--- config.mk ---
export PLATFORM = sky130hd
export DESIGN_NAME = mem_wb_pipe_reg
export DESIGN_NICKNAME = d
export VERILOG_FILES = /design/src/rtl/mem_wb_pipe_reg.sv
export SDC_FILE = /design/constraint.sdc
export NUM_CORES = 1
export LEC_CHECK = 0
export CORE_MARGIN = 1.5
export CORE_UTILIZATION = 30
export CTS_CLUSTER_SIZE = 20
export DETAILED_ROUTE_END_ITERATION = 10
export PLACE_DENSITY_LB_ADDON = 0.2
export SLEW_MARGIN = 20
export SYNTH_ARGS = -nofsm -noshare
export SYNTH_HDL_FRONTEND = slang
export SYNTH_SLANG_ARGS = --single-unit
export TNS_END_PERCENT = 30
--- constraint.sdc ---
create_clock -name clk -period 9 [get_ports clk]
set_input_delay 2.25 -clock clk [delete_from_list [all_inputs] [get_ports clk]]
set_output_delay 2.25 -clock clk [all_outputs]
set_load 0.01 [all_outputs]
--- src/rtl/mem_wb_pipe_reg.sv ---
// MEM/WB pipeline register of configurable depth with valid, stall, flush,
// write-back data select and an optional guard against writes to register 0.
module mem_wb_pipe_reg #(
    parameter int DATA_W     = 32,
    parameter int RD_W       = 5,
    parameter int DEPTH      = 1,
    parameter int ZERO_GUARD = 1
) (
    input  logic              clk,
    input  logic              reset,
    input  logic              in_valid,
    input  logic              stall,
    input  logic              flush,
    input  logic [RD_W-1:0]   rd_in,
    input  logic              mem_to_reg,
    input  logic              reg_write,
    input  logic [DATA_W-1:0] alu_result,
    input  logic [DATA_W-1:0] read_data,
    output logic              wb_valid,
    output logic              wb_reg_write,
    output logic [RD_W-1:0]   wb_rd,
    output logic [DATA_W-1:0] wb_data,
    output logic [DATA_W-1:0] alu_res_out,
    output logic [DATA_W-1:0] read_data_out,
    output logic              mem_to_reg_out
);

    generate
        if (DEPTH < 1 || DEPTH > 4) begin : g_bad_depth
            $error("mem_wb_pipe_reg: DEPTH must be in 1..4");
        end
    endgenerate

    localparam int LAST = DEPTH - 1;

    logic              vld_q [DEPTH];
    logic [RD_W-1:0]   rd_q  [DEPTH];
    logic              m2r_q [DEPTH];
    logic              rw_q  [DEPTH];
    logic [DATA_W-1:0] alu_q [DEPTH];
    logic [DATA_W-1:0] rdd_q [DEPTH];

    function automatic logic [DATA_W-1:0] wb_select(
        input logic              sel,
        input logic [DATA_W-1:0] mem_val,
        input logic [DATA_W-1:0] alu_val
    );
        return sel ? mem_val : alu_val;
    endfunction

    always_ff @(posedge clk) begin
        if (!reset) begin
            for (int i = 0; i < DEPTH; i++) begin
                vld_q[i] <= 1'b0;
                rd_q[i]  <= '0;
                m2r_q[i] <= 1'b0;
                rw_q[i]  <= 1'b0;
                alu_q[i] <= '0;
                rdd_q[i] <= '0;
            end
        end else if (flush) begin
            // Only the write-relevant control bits are squashed; data is left as is.
            for (int i = 0; i < DEPTH; i++) begin
                vld_q[i] <= 1'b0;
                m2r_q[i] <= 1'b0;
                rw_q[i]  <= 1'b0;
            end
        end else if (!stall) begin
            vld_q[0] <= in_valid;
            rd_q[0]  <= rd_in;
            m2r_q[0] <= mem_to_reg;
            rw_q[0]  <= reg_write & in_valid;
            alu_q[0] <= alu_result;
            rdd_q[0] <= read_data;
            for (int i = 1; i < DEPTH; i++) begin
                vld_q[i] <= vld_q[i-1];
                rd_q[i]  <= rd_q[i-1];
                m2r_q[i] <= m2r_q[i-1];
                rw_q[i]  <= rw_q[i-1];
                alu_q[i] <= alu_q[i-1];
                rdd_q[i] <= rdd_q[i-1];
            end
        end
    end

    logic rd_nonzero;
    assign rd_nonzero = (rd_q[LAST] != '0) || (ZERO_GUARD == 0);

    assign wb_valid       = vld_q[LAST];
    assign wb_rd          = rd_q[LAST];
    assign wb_data        = wb_select(m2r_q[LAST], rdd_q[LAST], alu_q[LAST]);
    assign wb_reg_write   = vld_q[LAST] & rw_q[LAST] & rd_nonzero;
    assign alu_res_out    = alu_q[LAST];
    assign read_data_out  = rdd_q[LAST];
    assign mem_to_reg_out = m2r_q[LAST];

endmodule

# == After elaboration in Yosys (flattened, before gate mapping) ==
# Memories as Yosys holds them, arrays and structs flattened.
# Cells that the tools add are included.
# word_totals
input_bits,76
memories,6
elab_cells,46
output_inout_bits,104
ram_bits,72
register_bits,0
# mem_list
memory,depth,word_bits,read_ports,rd_ports_with_merged_regs,write_ports,line_no,rtl
alu_q,1,32,1,0,1,40,logic [DATA_W-1:0] alu_q [DEPTH];
rdd_q,1,32,1,0,1,41,logic [DATA_W-1:0] rdd_q [DEPTH];
rd_q,1,5,1,0,1,37,logic [RD_W-1:0] rd_q [DEPTH];
m2r_q,1,1,1,0,1,38,logic m2r_q [DEPTH];
rw_q,1,1,1,0,1,39,logic rw_q [DEPTH];
vld_q,1,1,1,0,1,36,logic vld_q [DEPTH];
# op_classes
n_mux,27
n_reduce_logical,10
bitwise_logic,3
# op_table
operator,n
2-to-1 mux 32 bit,3
OR reduction 32 bit,2
2-to-1 mux 1 bit,23
OR reduction 1 bit,6
2-to-1 mux 5 bit,1
nonzero test 5 bit,1
OR reduction 5 bit,1
bitwise AND 1 bit,3

# == Logic depth before layout (Yosys ltp) ==
# Gate-level depths: netlist of the first run.
# depth
depth_word,6
depth_mapped,3
ltp_nobuf,2

# == Worst setup path before layout of the first run ==
# No wires, ideal clock.
# synth_timing
path_type,input to register
start,input port stall
end,memory m2r_q[0] (enable)
path_slack_ps,874
required_time_ps,8679
n_path_buf,0
setup_ps,321
t_arrival_ps,7805
cell_stages,2
path_cell_list,o21ai_0 or2_2
# synth_between
elab_chain_len,6
# synth_rtl
element,line_no,rtl
start: declaration,12,"input logic stall,"
2-to-1 mux 1 bit (*),68,end else if (!stall) begin
2-to-1 mux 1 bit (*),61,end else if (flush) begin
2-to-1 mux 1 bit (*),52,if (!reset) begin
2-to-1 mux 1 bit (not written as such) (*),71,m2r_q[0] <= mem_to_reg;
OR reduction 1 bit (no line),n/a,
2-to-1 mux 1 bit (no line) (*),n/a,
end: declaration,38,
# Every way passes the cells marked *; elsewhere a longest branch is shown, timed or not.

# == Worst setup path in the final report of the first run ==
# layout_timing
start,memory m2r_q[0]
end,output port wb_data[15]
# layout_between
elab_chain_len,2
# layout_rtl
element,line_no,rtl
memory read (1 x 1 bit),n/a,
2-to-1 mux 32 bit,48,return sel ? mem_val : alu_val;
end: declaration,22,"output logic [DATA_W-1:0] wb_data,"
# No other way between the ends.

==> impl_metrics.py, run 1 <==
metrics = {
    "detailed_routing": {
        "drt_iter0_drc": 80,
        "wl_met1_um": 3102,
        "num_vias": 2165,
        "wl_met2_um": 3553,
        "firstDrtPassIters": 4,
        "drtAntennaViolNets": 0,
        "dr.max_layer_used": "met4",
        "wirelength_um": 7336,
        "wl_met3_um": 555,
        "drcViolationCount": 0,
        "wl_per_cell_um": 14.24,
        "via_per_inst": 4.204,
    },
    "global_route": {
        "track_usage_pct": 13.29,
        "grt_pass1_wl_um": 11250,
        "grt_pass1_vias": 2226,
        "antenna_found_initial": 0,
        "grt_start_max_net_pins": 42,
        "grt_overflow_total": 0,
    },
    "sta": {
        "fin_setup_tns_ns": 0,
        "period_needed_ns": 4.201,
        "rsz0062_at_grt": "false",
        "finalCritPeriodShare_pct": 46.68,
        "hold_viol": 0,
        "max_freq_ghz": 0.2380,
        "setup_viol": 0,
        "drv_slew": 0,
        "slew_headroom_pct": 35.36,
        "tightest_slew_ns": 0.9660,
    },
    "cells_and_area": {
        "diodes": 0,
        "area_delta_synth_final_pct": 69.19,
        "nNetsFinal": 450,
        "finalNonFillerCells": 515,
        "drive_gt1_share_pct": 27.44,
        "utilization_pct": 51.98,
    },
    "hold_path": {
        "hold-path-endpoint": "alu_q[0][18]",
        "min_path_cells": 2,
        "hp-start": "alu_result[18]",
        "hold_path_class": "input pin to register",
    },
    "synth": {
        "ys_seq_area_share_pct": 68.79,
        "synth_edf_count": 72,
        "synth.distinct_cells": 13,
        "synth_fp_nets": 268,
        "synth_seq_cells": 72,
        "synth_common_cells": "edfxtp_1, and2_2, mux2_2",
        "synthCells": 192,
        "ys.flop_type": "edfxtp_1",
        "yosys-top-cells-area": "edfxtp_1, and2_2, mux2_2",
        "synth.avg_cell_area_um2": 16.37,
        "yosysTopAreaCell": "edfxtp_1",
        "yosys_warnings": 0,
        "ys_async_sr_fraction_pct": 0,
        "synth.most_common_cell": "edfxtp_1",
        "synth_area_mm2": 0.003143,
        "synth_top_area_share_pct": 68.79,
    },
    "setup_path": {
        "worstSetupEndpointType": "primary output",
        "slowest_delay_ns": 0.48,
        "critPathKind": "register to primary output",
        "critPathArrivalTime_ns": 1.95,
        "cp_slowest_cell": "clkdlybuf4s50_1",
        "startpoint_type": "register",
        "worst_ep_required_time_ns": 6.75,
        "cp.depth": 3,
        "crit_family": "buffers and inverters",
        "critPathBufInv": 2,
        "crit_chain": "buf_4 > mux2_2 > clkdlybuf4s50_1",
        "critPathMaxFanout": 33,
    },
    "clock_network": {
        "cts_num_sinks": 72,
        "cts_setup_buffers": 0,
        "postCtsHoldBufs": 0,
        "ctsResizeCount": 0,
        "clkTransAtPathRegs_ns": 0.08,
        "tritoncts": "done",
        "ctsLongestPathBuffers": 2,
        "cts-htree-levels": 3,
        "cts_buffers": 9,
        "clock-root-buffer": "clkbuf_8",
    },
    "floorplanning": {
        "die_h_um": 105.4,
        "start_util_pct": 30.72,
        "boundaryPins": 180,
        "die_area_mm2": 0.01110,
        "core_mm2": 0.01023,
        "num_rows": 37,
        "die_width_um": 105.4,
    },
    "flow_run": {
        "cap_violations": 0,
    },
    "pwr": {
        "p_leak_uw": 0.001957,
        "peakVddDrop_mv": 0.06469,
        "powerDensity_mw_per_mm2": 168.2,
    },
    "run_status": {
        "status": "complete, no violations",
    },
    "place": {
        "place_congestion": 0.6797,
        "dp.cells": 499,
        "place_hpwl_um": 5335,
        "io_buffer_count": 179,
    },
}
area by class of cell:
type	instances	area [µm²]
multi-input combinational	109	937.1
sequential	72	2162
tap	136	170.2
fill	878	4913
clock buffer	10	127.6
clock inverter	6	106.4
timing repair buffer	182	1814
metrics by stage:
step | area (µm²) | hold slack [ns] | worst slack [ns] | total power, µW
after floorplan | 3143 | 2.448 | 0.8744 | 481.5
after global placement | 5084 | 2.905 | 4.420 | 601.6
after detailed placement | 5084 | 2.905 | 4.378 | 602.8
after CTS | 5318 | 2.547 | 4.733 | 906.3
after global routing | 5318 | 2.559 | 4.661 | 930.7
final | 5318 | 2.564 | 4.799 | 894.5
worst max path at each step:
stage | from | endpoint | slack (ns)
after floorplan | stall | m2r_q[0] | 0.87
after global placement | stall | rdd_q[0][13] | 4.42
after detailed placement | stall | rdd_q[0][16] | 4.38
after CTS | stall | rdd_q[0][3] | 4.73
after global routing | stall | rdd_q[0][9] | 4.66
final | m2r_q[0] | wb_data[15] | 4.80
power by group:
| part | switching [µW] | total (µW) | internal [µW] | leakage [µW] |
|---|---|---|---|---|
| clock network | 118 | 301 | 184 | 0.000116 |
| logic | 62.5 | 181 | 119 | 0.00111 |
| registers | 13.3 | 412 | 398 | 0.000735 |
kinds of logic (layout without fill, tap and decap cells):
logic type	Yosys count	in the layout	synth area share, %
AO/OA/AOI/OAI	2	2	0.4776
AND/OR/NAND/NOR	75	75	17.52
flip-flops	72	72	68.79
multiplexers	32	32	11.46
buffers and inverters	11	198	1.752
registers in the layout, indices dropped and copies added, names as in the netlist:
signal  flops
rd_q        5
vld_q       1
rdd_q      32
m2r_q       1
rw_q        1
alu_q      32
placed cells by master (no fill, tap or decap):
| cell type | netlist | routed |
|---|---|---|
| clkdlybuf4s50_1 | 0 | 179 |
| or3_1 | 1 | 1 |
| or2_2 | 1 | 1 |
| buf_4 | 0 | 3 |
| o21ai_4 | 0 | 1 |
| edfxtp_1 | 72 | 72 |
| nor3b_4 | 1 | 1 |
| mux2_1 | 2 | 2 |
| and2_1 | 17 | 17 |
| inv_6 | 0 | 1 |
| mux2_2 | 30 | 30 |
| and2_2 | 54 | 54 |
| clkbuf_1 | 0 | 1 |
| o311a_1 | 1 | 1 |
| bufinv_16 | 0 | 3 |
| clkbuf_8 | 0 | 9 |
| clkinv_1 | 0 | 2 |
| and3_2 | 1 | 1 |
metal layers:
metal  vias to the layer above  global-route usage (%)
met4                         0                   5.871
met2                       107                   21.57
met3                         9                   3.896
met1                      1003                   16.40
li1                       1046                       -
met5                         -                       0
(Power assumes the default switching activity.)
==> run 2, diff against run 1 <==
clock period = 4.3 ns   (was 9 ns; I/O delays follow)
==> impl_metrics.py, run 2 (synthesis results as in run 1) <==
metrics = {
    "sta": {
        "max_freq_ghz": 0.2854,
        "period_needed_ns": 3.503,
        "drv_slew": 0,
        "tightest_slew_ns": 0.7432,
        "fin_setup_tns_ns": 0,
        "slew_headroom_pct": 50.26,
        "hold_viol": 0,
        "rsz0062_at_grt": "false",
        "finalCritPeriodShare_pct": 81.47,
        "setup_viol": 0,
    },
    "floorplanning": {
        "die_width_um": 105.4,
        "die_h_um": 105.4,
        "start_util_pct": 30.72,
        "core_mm2": 0.01023,
        "num_rows": 37,
        "die_area_mm2": 0.01110,
        "boundaryPins": 180,
    },
    "cells_and_area": {
        "finalNonFillerCells": 515,
        "diodes": 0,
        "reg_top3": "alu_q: 32 flops, rdd_q: 32 flops, rd_q: 5 flops",
        "drive_gt1_share_pct": 27.70,
        "area_delta_synth_final_pct": 67.99,
        "nNetsFinal": 451,
        "layout_commonest_cell": "clkdlybuf4s50_1",
        "layout_common_cells": "clkdlybuf4s50_1, edfxtp_1, and2_2",
    },
    "pwr": {
        "internal-power_uw": 1345,
        "combPwrFrac_pct": 21.8,
        "netSwitchingFraction_pct": 22.74,
        "p_sw_uw": 395.7,
        "peakVddDrop_mv": 0.1511,
        "clkPwrFrac_pct": 28.5,
        "powerDensity_mw_per_mm2": 329.6,
        "pwr-share-seq_pct": 49.7,
        "p_leak_uw": 0.001945,
    },
    "detailed_routing": {
        "wl_per_cell_um": 14.41,
        "drcViolationCount": 0,
        "firstDrtPassIters": 4,
        "wirelength_um": 7421,
        "via_per_inst": 4.254,
        "num_vias": 2191,
        "drtAntennaViolNets": 0,
        "drt_iter0_drc": 53,
    },
    "clock_network": {
        "clock-root-buffer": "clkbuf_8",
        "tritoncts": "done",
        "clkTransAtPathRegs_ns": 0.08,
        "cts_buffers": 9,
        "cts-htree-levels": 3,
        "cts_setup_buffers": 0,
        "ctsResizeCount": 0,
        "postCtsHoldBufs": 0,
        "ctsLongestPathBuffers": 2,
        "cts_num_sinks": 72,
    },
    "global_route": {
        "grt_pass1_vias": 2198,
        "track_usage_pct": 13.52,
        "antenna_found_initial": 0,
        "grt_overflow_total": 0,
        "grt_start_max_net_pins": 50,
        "grt_pass1_wl_um": 11470,
    },
    "flow_run": {
        "cap_violations": 0,
    },
    "setup_path": {
        "startpoint_type": "register",
        "worstSetupEndpointType": "primary output",
        "critPathArrivalTime_ns": 2.43,
        "crit_chain": "buf_4 > mux2_2 > clkdlybuf4s50_1",
        "cp_slowest_cell": "edfxtp_1",
        "slowest_delay_ns": 0.82,
        "worst_ep_required_time_ns": 3.22,
        "critPathKind": "register to primary output",
        "critPathMaxFanout": 20,
    },
    "place": {
        "io_buffer_count": 179,
        "place_congestion": 0.6656,
        "dp.cells": 500,
        "place_hpwl_um": 5424,
    },
    "run_status": {
        "status": "complete, no violations",
    },
    "hold_path": {
        "hold_path_class": "input pin to register",
    },
}
[run 2: changes by cell type in the layout (fill, tap and decap cells not counted), sizes merged]
cell	previous run	this run
buf	3	4
clkinv	2	4
inv	1	0
bufinv	3	1
[run 2: critical path, delay by kind of cell, from the launching register on]
family / cells / cell delay, ns
mux: 1 / 0.38
flops: 1 / 0.82
buf+inv: 2 / 0.89
[run 2: metrics by stage]
step | total power, µW | util [%] | setup slack (ns) | hold WS (ns) | instance area [µm²]
floorplan | 1003 | - | 0.7176 | 1.273 | 3147
global placement | 1260 | 49.88 | 1.220 | 1.731 | 5104
detailed placement | 1265 | 49.88 | 1.124 | 1.732 | 5104
CTS | 1766 | 51.61 | 0.7457 | 1.365 | 5280
global route | 1817 | 51.61 | 0.6850 | 1.381 | 5280
finish | 1741 | 51.61 | 0.7967 | 1.384 | 5280
[run 2: per-layer routing]
metal  GRT usage, %  up-vias  wire (µm)  share of wire (%)
met5              0        -          0                  0
met4          5.577        0        108                1.5
met3          5.318       10        765                 10
met2          21.94      112       3585                 48
met1          15.99     1021       2962                 40
li1               -     1048          -                  -
[run 2: path summary, 6_finish.rpt]
kind	startpoint	endpoint	slack, ns	cells past startpoint
setup / recovery	m2r_q[0]	wb_data[17]	0.80	3
hold / removal	alu_result[26]	alu_q[0][26]	1.38	2
[run 2: power by group through the flow]
stage                     Clock [µW]  Sequential [µW]  Combinational (µW)
after floorplan                    0              904                99.3
after global placement             0              880                 380
after detailed placement           0              883                 382
after CTS                        514              868                 385
after global routing             539              875                 402
final                            496              866                 379
[run 2: final cells by class]
cell class	instances	area, µm²
Fill cell	910	4951
Sequential cell	72	2162
Timing Repair Buffer	183	1834
Multi-Input combinational cell	109	937.1
Tap cell	136	170.2
Clock buffer	10	127.6
Clock inverter	5	48.80
==> run 3, diff against run 2 <==
clock period = 3.4 ns   (was 4.3 ns; I/O delays follow)
==> impl_metrics.py, run 3 (synthesis results as in run 1) <==
metrics = {
    "cells_and_area": {
        "reg_top3": "alu_q: 32 flops, rdd_q: 32 flops, rd_q: 5 flops",
        "seq_area_mm2": 0.002162,
        "nNetsFinal": 452,
        "multi_input_area_um2": 937.1,
        "layout_commonest_cell": "clkdlybuf4s50_1",
        "drive_gt1_share_pct": 27.89,
        "layout_common_cells": "clkdlybuf4s50_1, edfxtp_1, and2_2",
        "diodes": 0,
        "area_delta_synth_final_pct": 67.52,
        "n_fill_cell": 907,
    },
    "pwr": {
        "p_leak_uw": 0.001936,
        "finalPower_uw": 2129,
        "powerDensity_mw_per_mm2": 404.3,
        "peakVddDrop_mv": 0.1565,
    },
    "setup_path": {
        "worstSetupEndpointType": "primary output",
        "critPathMaxFanout": 2,
        "startpoint": "rd_q[0][1]",
        "worst_ep_required_time_ns": 2.55,
        "critPathArrivalTime_ns": 1.92,
        "critPathKind": "register to primary output",
        "startpoint_type": "register",
    },
    "clock_network": {
        "tritoncts": "done",
        "cts-htree-levels": 3,
        "cts_setup_buffers": 0,
        "clkTransAtPathRegs_ns": 0.07,
        "cts_buffers": 9,
        "cts_num_sinks": 72,
        "clock-root-buffer": "clkbuf_8",
        "ctsLongestPathBuffers": 2,
        "ctsResizeCount": 0,
        "postCtsHoldBufs": 0,
    },
    "sta": {
        "finalCritPeriodShare_pct": 81.59,
        "slew_headroom_pct": 74.03,
        "max_freq_ghz": 0.3605,
        "drv_slew": 0,
        "timing.final.ws_setup_ns": 0.6258,
        "fin_setup_tns_ns": 0,
        "hold_viol": 0,
        "worst_hold_slack_ns": 1.160,
        "setup_viol": 0,
        "tightest_slew_ns": 0.3895,
        "period_needed_ns": 2.774,
        "rsz0062_at_grt": "false",
    },
    "floorplanning": {
        "boundaryPins": 180,
        "die_h_um": 105.4,
        "start_util_pct": 30.72,
        "die_width_um": 105.4,
        "core_mm2": 0.01023,
        "die_area_mm2": 0.01110,
        "num_rows": 37,
    },
    "hold_path": {
        "hold_path_class": "input pin to register",
        "hold-path-endpoint": "alu_q[0][27]",
        "min_path_cells": 2,
        "hp-start": "alu_result[27]",
    },
    "global_route": {
        "antenna_found_initial": 0,
        "grt_pass1_vias": 2184,
        "grt_pass1_wl_um": 11150,
        "grt_start_max_net_pins": 71,
        "grt_overflow_total": 0,
        "track_usage_pct": 13.31,
    },
    "detailed_routing": {
        "drt_iter0_drc": 55,
        "drcViolationCount": 0,
        "num_vias": 2183,
        "wl_per_cell_um": 14.17,
        "via_per_inst": 4.231,
        "drtAntennaViolNets": 0,
        "wirelength_um": 7311,
        "firstDrtPassIters": 4,
    },
    "place": {
        "io_buffer_count": 179,
        "place_hpwl_um": 5270,
        "place_congestion": 0.6664,
        "dp_slack_ns": 0.9450,
    },
    "run_status": {
        "status": "complete, no violations",
    },
    "flow_run": {
        "cap_violations": 0,
    },
}
## run 3: power by group
part / internal (µW) / total [µW] / switching, µW
Sequential: 1050 / 1090 / 35.6
Clock: 257 / 555 / 297
Combinational: 318 / 484 / 165
## run 3: worst max path at each step
stage | to | slack (ns) | cells after the start
detailed placement | vld_q[0] | 0.94 | 4
finish | wb_reg_write | 0.63 | 3
CTS | wb_reg_write | 0.60 | 3
floorplan | m2r_q[0] | 0.04 | 2
global placement | m2r_q[0] | 0.96 | 4
global route | wb_reg_write | 0.57 | 3
## run 3: layout make-up
type                    instances  share of cell area, %
repair buffers                184                  34.98
clock inverters                 4                 0.4278
well taps                     136                  3.232
flip-flops and latches         72                  41.06
multi-input cells             109                  17.80
clock buffers                  11                  2.495
## run 3: critical path: stages, from the launching register on
cell	delay, ns
edfxtp_1	0.39
or3_1	0.40
o311a_1	0.30
clkdlybuf4s50_1	0.49
## run 3: layer usage
metal,global-route usage [%],vias to the layer above,part of all wire [%]
met1,15.72,1017,41
met3,5.566,7,10
met4,4.990,0,0.83
met5,0,-,0
li1,-,1049,-
met2,21.62,110,48
## run 3: through the flow
stage / instance area, µm² / cells / util [%]
after floorplan: 3147 / 192 / -
after global placement: 5111 / 501 / 49.96
after detailed placement: 5111 / 501 / 49.96
after CTS: 5265 / 516 / 51.46
after global routing: 5265 / 516 / 51.46
final: 5265 / 516 / 51.46
